### config.mk
export PLATFORM = sky130hd
export DESIGN_NAME = encoder_8to3_hs_flat
export DESIGN_NICKNAME = d
export VERILOG_FILES = /design/src/rtl/encoder_8to3_hs_if.sv /design/src/rtl/encoder_8to3_hs.sv /design/src/flat_wrapper.sv
export SDC_FILE = /design/constraint.sdc
export NUM_CORES = 1
export LEC_CHECK = 0
export CORE_MARGIN = 2
export CORE_UTILIZATION = 40
export CTS_CLUSTER_DIAMETER = 100
export DETAILED_ROUTE_END_ITERATION = 7
export GPL_TIMING_DRIVEN = 0
export PLACE_DENSITY = 0.65
export SLEW_MARGIN = 40
export SYNTH_ARGS = -nofsm -noshare
export SYNTH_HDL_FRONTEND = slang
export SYNTH_SLANG_ARGS = --single-unit
### constraint.sdc
create_clock -name clk -period 3.55 [get_ports clk]
set_input_delay 0.71 -clock clk [delete_from_list [all_inputs] [get_ports clk]]
set_output_delay 0.71 -clock clk [all_outputs]
set_load 0.02 [all_outputs]
### src/rtl/encoder_8to3_hs_if.sv
// Request/code bundle between request sources, the 8-to-3 encoder and its consumer.
// The master side drives requests and ready; the slave side (encoder) drives the code.
interface encoder_8to3_hs_if;
    logic d0, d1, d2, d3, d4, d5, d6, d7;
    logic ready;
    logic a, b, c;
    logic valid;
    logic idle;

    modport master (
        output d0, d1, d2, d3, d4, d5, d6, d7, ready,
        input  a, b, c, valid, idle
    );

    modport slave (
        input  d0, d1, d2, d3, d4, d5, d6, d7, ready,
        output a, b, c, valid, idle
    );
endinterface

### src/rtl/encoder_8to3_hs.sv
// Registered 8-to-3 priority encoder with sticky pending requests and a valid/ready
// output; each accepted code clears its own pending bit.
module encoder_8to3_hs #(
    parameter bit HI_FIRST = 1'b1
) (
    input  logic                     clk,
    input  logic                     rst,
    encoder_8to3_hs_if.slave         bus
);
    localparam int unsigned N_REQ  = 8;
    localparam int unsigned CODE_W = 3;

    logic [N_REQ-1:0]  pend;
    logic [N_REQ-1:0]  dv;
    logic [N_REQ-1:0]  clr;
    logic [N_REQ-1:0]  src;
    logic [CODE_W-1:0] code;
    logic [CODE_W-1:0] sel;
    logic              valid_q;
    logic              acc;
    logic              ld;

    assign dv  = {bus.d7, bus.d6, bus.d5, bus.d4, bus.d3, bus.d2, bus.d1, bus.d0};
    assign acc = valid_q & bus.ready;
    assign ld  = ~valid_q | acc;
    assign clr = acc ? (N_REQ'(1) << code) : '0;
    // Selection sees only registered pend, minus the bit being accepted this cycle.
    assign src = pend & ~clr;

    // Priority pick over src; the last match in scan order wins.
    always_comb begin
        sel = '0;
        if (HI_FIRST) begin
            for (int i = 0; i < int'(N_REQ); i++) begin
                if (src[i]) sel = CODE_W'(i);
            end
        end else begin
            for (int i = int'(N_REQ) - 1; i >= 0; i--) begin
                if (src[i]) sel = CODE_W'(i);
            end
        end
    end

    always_ff @(posedge clk) begin
        if (rst) begin
            pend    <= '0;
            code    <= '0;
            valid_q <= 1'b0;
        end else begin
            // New requests win over a same-cycle clear so a held line re-requests.
            pend <= src | dv;
            if (ld) begin
                if (src != '0) begin
                    code    <= sel;
                    valid_q <= 1'b1;
                end else begin
                    valid_q <= 1'b0;
                end
            end
        end
    end

    assign bus.a     = code[2];
    assign bus.b     = code[1];
    assign bus.c     = code[0];
    assign bus.valid = valid_q;
    assign bus.idle  = (pend == '0) & ~valid_q;
endmodule

### src/flat_wrapper.sv
// flat-port wrapper written by rule: the top's interface ports become plain ports
module encoder_8to3_hs_flat 
#(
    parameter bit HI_FIRST = 1'b1
)
  (clk, rst, bus_d0, bus_d1, bus_d2, bus_d3, bus_d4, bus_d5, bus_d6, bus_d7, bus_ready, bus_a, bus_b, bus_c, bus_valid, bus_idle);
  encoder_8to3_hs_if bus_i ();
  input  logic clk;
  input  logic rst;
  input wire logic [$bits(bus_i.d0)-1:0] bus_d0;
  input wire logic [$bits(bus_i.d1)-1:0] bus_d1;
  input wire logic [$bits(bus_i.d2)-1:0] bus_d2;
  input wire logic [$bits(bus_i.d3)-1:0] bus_d3;
  input wire logic [$bits(bus_i.d4)-1:0] bus_d4;
  input wire logic [$bits(bus_i.d5)-1:0] bus_d5;
  input wire logic [$bits(bus_i.d6)-1:0] bus_d6;
  input wire logic [$bits(bus_i.d7)-1:0] bus_d7;
  input wire logic [$bits(bus_i.ready)-1:0] bus_ready;
  output wire logic [$bits(bus_i.a)-1:0] bus_a;
  output wire logic [$bits(bus_i.b)-1:0] bus_b;
  output wire logic [$bits(bus_i.c)-1:0] bus_c;
  output wire logic [$bits(bus_i.valid)-1:0] bus_valid;
  output wire logic [$bits(bus_i.idle)-1:0] bus_idle;
  assign bus_i.d0 = bus_d0;
  assign bus_i.d1 = bus_d1;
  assign bus_i.d2 = bus_d2;
  assign bus_i.d3 = bus_d3;
  assign bus_i.d4 = bus_d4;
  assign bus_i.d5 = bus_d5;
  assign bus_i.d6 = bus_d6;
  assign bus_i.d7 = bus_d7;
  assign bus_i.ready = bus_ready;
  assign bus_a = bus_i.a;
  assign bus_b = bus_i.b;
  assign bus_c = bus_i.c;
  assign bus_valid = bus_i.valid;
  assign bus_idle = bus_i.idle;
  encoder_8to3_hs #(.HI_FIRST(HI_FIRST)) u_core (.clk(clk), .rst(rst), .bus(bus_i));
endmodule
Word level (Yosys, flattened, before mapping)
Index checks and enable logic that the tools add are counted.
{ "word_totals": {"regBits": 12, "in_bits": 11} }
{ "classes": {"shifts": 1, "mux": 9, "bitwise_logic": 7, "n_reduce_logical": 3} }
{ "op_table": {"columns": ["op", "n"], "rows": [
  ["3-bit two-way mux", 4],
  ["8-bit bitwise AND", 1],
  ["8-bit zero test", 1],
  ["8-bit two-way mux", 1],
  ["8-bit inverter", 1],
  ["8-bit bitwise OR", 1],
  ["8-bit nonzero test", 1],
  ["1-bit by 3-bit left shift with 8-bit output, first input constant", 1],
  ["2-bit two-way mux", 2],
  ["1-bit bitwise AND", 2],
  ["1-bit two-way mux", 2],
  ["2-bit AND reduction", 1],
  ["1-bit inverter", 1],
  ["1-bit bitwise OR", 1]
]} }

Depth between registers and ports, before layout
Gate-level depths: netlist of run 1.
{ "depth": {"word_depth": 11, "ltp_mapped": 6, "mapped_depth_nobuf": 5} }

Least setup slack after synthesis of run 1
No wires, ideal clock.
{ "synth_timing": {"path_kind": "register -> output", "start": "reg u_core.valid_q (netlist: u_core.bus.valid)", "end": "out bus_idle", "t_arrival_ns": 1.255, "t_required_ns": 2.840, "slack_ns": 1.585, "path_stages_with_launch": 4, "path_buffers": 0, "path_cell_list": "dfxtp_1 > nor4_1 > nand2_1 > nor3_1"} }
{ "synth_between": {"elab_chain_len": 2} }
{ "synth_lines": {"columns": ["item", "line_no", "source"], "rows": [
  ["from (decl)", "encoder_8to3_hs.sv:19", "logic valid_q;"],
  ["from (signal assigned)", "encoder_8to3_hs.sv:48", "valid_q <= 1'b0;"],
  ["from (signal assigned)", "encoder_8to3_hs.sv:55", "valid_q <= 1'b1;"],
  ["from (signal assigned)", "encoder_8to3_hs.sv:57", "valid_q <= 1'b0;"],
  ["1-bit inverter", "encoder_8to3_hs.sv:67", "assign bus.idle = (pend == '0) & ~valid_q;"],
  ["1-bit bitwise AND", "encoder_8to3_hs.sv:67", null],
  ["to (decl)", "flat_wrapper.sv:23", "output wire logic [$bits(bus_i.idle)-1:0] bus_idle;"]
]} }
No other way between the ends.

Worst setup path after layout of run 1
Same ends and word-level chain as after synthesis.

==> results of run 1 <==
## synthesized netlist by cell type (3+ instances only)
cell	count
nor4_1	3
a21oi_1	9
dfxtp_1	12
nand2_1	3
o21ai_0	3
inv_1	5
nor2_1	9
## report_power, final
| group | switching, mW | internal, mW | total (mW) |
|---|---|---|---|
| sequential | 0.0116 | 0.146 | 0.158 |
| combinational | 0.0460 | 0.0505 | 0.0965 |
| clock | 0.0498 | 0.0625 | 0.112 |
| total | 0.107 | 0.259 | 0.367 |
## per-layer routing
metal / up-vias / share of wire, %
met5: - / 0
met4: 0 / 1.5
met3: 3 / 6.9
met2: 27 / 44
met1: 298 / 48
li1: 336 / -
## registers in the layout, summed over array words and instances, names as in the netlist
signal	flops
u_core.pend	8
u_core.bus.valid	1
u_core.code	3
## through the flow
| step | area (µm²) | worst slack, ns | total power, mW | util, % | cells |
|---|---|---|---|---|---|
| 3_3_place_gp | 843.3 | 0.8513 | 0.2554 | 54.71 | 112 |
| 2_1_floorplan | 673.1 | 1.585 | 0.2216 | - | 81 |
| 5_1_grt | 879.6 | 0.8198 | 0.3857 | 57.06 | 116 |
| 4_1_cts | 879.6 | 0.9370 | 0.3684 | 57.06 | 116 |
| 3_5_place_dp | 843.3 | 0.8267 | 0.2567 | 54.71 | 112 |
| 6_report | 879.6 | 0.8864 | 0.3668 | 57.06 | 116 |
## final timing paths
| kind | cells after the start | endpoint | startpoint |
|---|---|---|---|
| worst max-delay path | 4 | bus_idle | u_core.bus.valid |
| worst min-delay path | 2 | u_core.pend[0] | u_core.pend[0] |
| worst max register to register | 6 | u_core.code[0] | u_core.code[1] |
| worst min register to register | 2 | u_core.pend[0] | u_core.pend[0] |
## cell families (layout without fill, tap and decap cells)
kind of cell	Yosys count	count (layout)	share of synthesized area, %
AOI/OAI and AO/OA	24	24	23.61
buffers and inverters	9	28	6.691
DFF	12	12	35.69
muxes	3	3	5.948
and+or+nand+nor	33	33	28.07
## area by class of cell
type                       count  area share (%)
multi-input combinational     60           44.10
sequential                    12           27.31
tap                           16           2.276
timing repair buffer          15           17.07
clock buffer                   4           4.125
buffer                         3           2.560
inverter                       6           2.560
## worst min-delay path, delay by kind of cell, from the launching register on
kind | cells | cell delay [ns]
DFF | 1 | 0.35
AOI/OAI and AO/OA | 1 | 0.07
and+or+nand+nor | 1 | 0.07
==> results.sh, run 1 <==
export IMPL_status="finished clean"
export IMPL_skew_ns=0.002024
export IMPL_slowest_stage="clkdlybuf4s50_1"
export IMPL_grt_util_met2_pct=26.00
export IMPL_worstPathRequired_ns=2.84
export IMPL_avgSynthCellArea_um2=8.310
export IMPL_syn_to_final_growth_pct=30.67
export IMPL_grt_max_degree=11
export IMPL_rrSetupSlack_ns=1.64
export IMPL_dieArea_um2=2027
export IMPL_yosysWarnings=0
export IMPL_die_h_um=45.02
export IMPL_drt_iter0_drc=19
export IMPL_hold_worst_slack_ns=0.5222
export IMPL_syn_inst=81
export IMPL_critical_path_max_stage_delay_ns=0.64
export IMPL_hold_viol_final=0
export IMPL_die_w_um=45.02
export IMPL_path_cells="nor4_1 -> nand2_1 -> nor3_1 -> clkdlybuf4s50_1"
export IMPL_ys_ff_latch=12
export IMPL_use_met3_pct=5.200
export IMPL_ys_flop_type="dfxtp_1"
export IMPL_vias=664
export IMPL_min_period_over_period_pct=75.03
export IMPL_path_buf_inv=1
export IMPL_ant_nets=0
export IMPL_dp_final_hpwl_um=1124
export IMPL_place_congestion=0.8980
export IMPL_yosysSeqAreaShare_pct=35.69
export IMPL_met1_usage_pct=24.38
export IMPL_multi_input_area_um2=387.9
export IMPL_antenna_found_initial=0
export IMPL_post_cts_resized=0
export IMPL_drc=0
export IMPL_layout_commonest_cell="clkdlybuf4s50_1"
export IMPL_synth_distinct_cells=35
export IMPL_core_area_um2=1541
export IMPL_syn_nets=92
export IMPL_fill_cells=155
export IMPL_start_util_pct=43.67
export IMPL_synth_top_cell_area_share_pct=35.69
export IMPL_worst_path_max_fanout=8
export IMPL_grt_pass1_vias=582
export IMPL_endpoint_kind="output port"
export IMPL_seq_area_um2=240.2
export IMPL_layout_common_cells="clkdlybuf4s50_1, dfxtp_1, nor2_1, a21oi_1, inv_1"
export IMPL_tritoncts="yes"
export IMPL_critPathKind="reg -> out"
export IMPL_cp_top_family="simple AND/OR/NAND/NOR gates"
export IMPL_synth_top_area_cell="dfxtp_1"
export IMPL_drv_slew=0
export IMPL_postCtsHoldBufs=0
export IMPL_relSlewSlack_pct=68.97
export IMPL_nets=112
export IMPL_root_buffer="clkbuf_4"
export IMPL_cts_sinks=12
export IMPL_track_usage_pct=18.17
export IMPL_worstHoldPathType="reg -> reg"
export IMPL_ir_worst_vdd_mv=0.2501
export IMPL_netlist_area_um2=673.1
export IMPL_worst_pin_slew_ns=0.4654
export IMPL_viasPerCell=5.724
export IMPL_rsz0062_at_grt="false"
export IMPL_wl_um=1558
export IMPL_fin_tns_setup_ns=0
export IMPL_wl_per_cell_um=13.43
export IMPL_busiest_layer="met2"
export IMPL_synthTopCellsByArea="dfxtp_1, a21oi_1, nor2_1, mux2_4, and4b_1"
export IMPL_grt_pass1_wl_um=2628
export IMPL_start_kind="register"
export IMPL_cellPowerDensity_nw_per_um2=417.0
export IMPL_num_antenna_cells=0
export IMPL_maxCapViolCount=0
export IMPL_dr_pass1_iters=4
export IMPL_finalSetupViolCount=0
export IMPL_layout_drive_gt1_share_pct=14.00
export IMPL_postCtsSetupRepairBufs=0
export IMPL_cts_made_buffers=3
export IMPL_num_rows=14
export IMPL_grt_overflow=0
export IMPL_clock_latency_ns=0.28
export IMPL_synth_edff_count=0
export IMPL_max_freq_mhz=375.4
export IMPL_path_clk_slew_ns=0.08
export IMPL_htreeDepth=1
export IMPL_power_leakage_nw=0.3475
export IMPL_cts_max_path_buffers=2
export IMPL_min_period_ns=2.664
export IMPL_synthArstFlopShare_pct=0
export IMPL_crit_arrival_ns=1.95
export IMPL_io_pins=16
export IMPL_portBuffers=15
Power figures use the tool's default switching activity.
==> run 2: changes to the inputs <==
--- a/config.mk
+++ b/config.mk
@@ -10,7 +10,7 @@
 export CTS_CLUSTER_DIAMETER = 100
 export DETAILED_ROUTE_END_ITERATION = 7
 export GPL_TIMING_DRIVEN = 0
-export PLACE_DENSITY = 0.65
+export PLACE_DENSITY = 0.67
 export SLEW_MARGIN = 40
 export SYNTH_ARGS = -nofsm -noshare
 export SYNTH_HDL_FRONTEND = slang
==> constraint.sdc (replaced) <==
create_clock -name clk -period 2.35 [get_ports clk]
set_input_delay 0.47 -clock clk [delete_from_list [all_inputs] [get_ports clk]]
set_output_delay 0.47 -clock clk [all_outputs]
set_load 0.02 [all_outputs]
==> results.sh, run 2 (synthesis results as in run 1) <==
export IMPL_power_leakage_nw=0.3522
export IMPL_final_setup_worst_slack_ns=0.1387
export IMPL_tritoncts="yes"
export IMPL_skew_ns=0.001121
export IMPL_grt_pass1_vias=590
export IMPL_hold_start="u_core.pend[0]"
export IMPL_max_freq_mhz=452.2
export IMPL_io_pins=16
export IMPL_dp_final_hpwl_um=1122
export IMPL_min_period_over_period_pct=94.10
export IMPL_worstPathRequired_ns=2.52
export IMPL_grt_pass1_wl_um=2553
export IMPL_track_usage_pct=17.33
export IMPL_hold_worst_slack_ns=0.5232
export IMPL_core_area_um2=1541
export IMPL_reg2reg_depth=5
export IMPL_start_kind="input port"
export IMPL_viasPerCell=5.612
export IMPL_antenna_found_initial=0
export IMPL_path_clk_slew_ns=0.08
export IMPL_root_buffer="clkbuf_4"
export IMPL_design_area_um2=878.3
export IMPL_vias=651
export IMPL_finalSetupViolCount=0
export IMPL_endpoint_kind="register"
export IMPL_htreeDepth=1
export IMPL_hold_viol_final=0
export IMPL_ant_nets=0
export IMPL_cts_max_path_buffers=2
export IMPL_relSlewSlack_pct=71.67
export IMPL_syn_to_final_growth_pct=30.48
export IMPL_worst_pin_slew_ns=0.4250
export IMPL_rrSetupSlack_ns=0.44
export IMPL_place_area_um2=843.3
export IMPL_start_util_pct=43.67
export IMPL_crit_arrival_ns=2.38
export IMPL_dr_pass1_iters=4
export IMPL_layout_common_cells="clkdlybuf4s50_1, dfxtp_1, nor2_1, a21oi_1, inv_1"
export IMPL_ir_worst_vdd_mv=0.3840
export IMPL_power_total_uw=552.4
export IMPL_drt_iter0_drc=19
export IMPL_nets=112
export IMPL_grt_max_degree=11
export IMPL_num_antenna_cells=0
export IMPL_drv_slew=0
export IMPL_dieArea_um2=2027
export IMPL_maxCapViolCount=0
export IMPL_wl_um=1506
export IMPL_postCtsSetupRepairBufs=0
export IMPL_fin_cells=116
export IMPL_die_h_um=45.02
export IMPL_critPathKind="in -> reg"
export IMPL_dp_cells=112
export IMPL_worst_path_max_fanout=6
export IMPL_die_w_um=45.02
export IMPL_cts_sinks=12
export IMPL_status="finished clean"
export IMPL_largest_register_ffs=8
export IMPL_num_rows=14
export IMPL_layout_drive_gt1_share_pct=14.00
export IMPL_portBuffers=15
export IMPL_preCtsSetupSlack_ns=-0.09853
export IMPL_wl_per_cell_um=12.98
export IMPL_hold_end="u_core.pend[0]"
export IMPL_min_path_cells=2
export IMPL_min_period_ns=2.211
export IMPL_drc=0
export IMPL_regMostFlops="u_core.pend"
export IMPL_rsz0062_at_grt="false"
export IMPL_layout_commonest_cell="clkdlybuf4s50_1"
export IMPL_clock_latency_ns=0.28
export IMPL_cts_made_buffers=3
export IMPL_place_congestion=0.9229
export IMPL_reg2reg_from="u_core.bus.valid"
export IMPL_grt_overflow=0
export IMPL_r2r_end="u_core.code[0]"
export IMPL_cellPowerDensity_nw_per_um2=628.9
export IMPL_postCtsHoldBufs=0
export IMPL_worstHoldPathType="reg -> reg"
-- run 2: cell types whose count changed in the layout (fill, tap and decap cells not counted), sizes merged --
| cell | change |
|---|---|
| clkdlybuf4s50 | -1 |
| dlygate4sd2 | +1 |
-- run 2: layout make-up --
cell class              instances  area, µm²
repair buffers                 15      148.9
well taps                      16      20.02
fillers                       152      663.1
flip-flops and latches         12      240.2
inverters                       6      22.52
plain buffers                   3      22.52
multi-input cells              60      387.9
clock buffers                   4      36.28
-- run 2: through the flow --
step	setup TNS, ns	util, %
after detailed placement	-0.09853	54.71
after floorplan	0	-
after CTS	0	56.98
after global routing	0	56.98
after global placement	-0.1075	54.71
final	0	56.98
-- run 2: worst max-delay path by stage --
stage	to	cells after the start	slack, ns	startpoint
finish	u_core.code[0]	6	0.14	bus_ready
detailed placement	u_core.code[0]	6	-0.1	bus_ready
global placement	u_core.code[0]	6	-0.11	bus_ready
floorplan	u_core.code[0]	6	0.50	u_core.code[0]
CTS	u_core.code[0]	6	0.19	bus_ready
global route	u_core.code[0]	6	0.07	bus_ready
-- run 2: repair_timing --
action                     in CTS  in global routing
hold endpoints to repair        0                  0
resized for setup               1                  0
setup endpoints to repair       1                  0
-- run 2: where the power goes --
part	total [mW]	switching (mW)	internal [mW]
registers	0.238	0.0170	0.221
clock network	0.169	0.0749	0.0943
logic	0.145	0.0691	0.0761
-- run 2: per-layer routing --
| layer | up-vias | global-route usage (%) | share of wire, % |
|---|---|---|---|
| li1 | 334 | - | - |
| met1 | 288 | 22.60 | 45 |
| met2 | 27 | 27.71 | 46 |
| met3 | 2 | 2.400 | 6.4 |
| met4 | 0 | 8.824 | 1.5 |
| met5 | - | 0 | 0 |
-- run 2: critical path: stages --
cell	delay (ns)
clkdlybuf4s50_1	0.58
nand4_1	0.16
o21ai_0	0.38
nand2_1	0.18
o31a_1	0.32
mux2_4	0.30
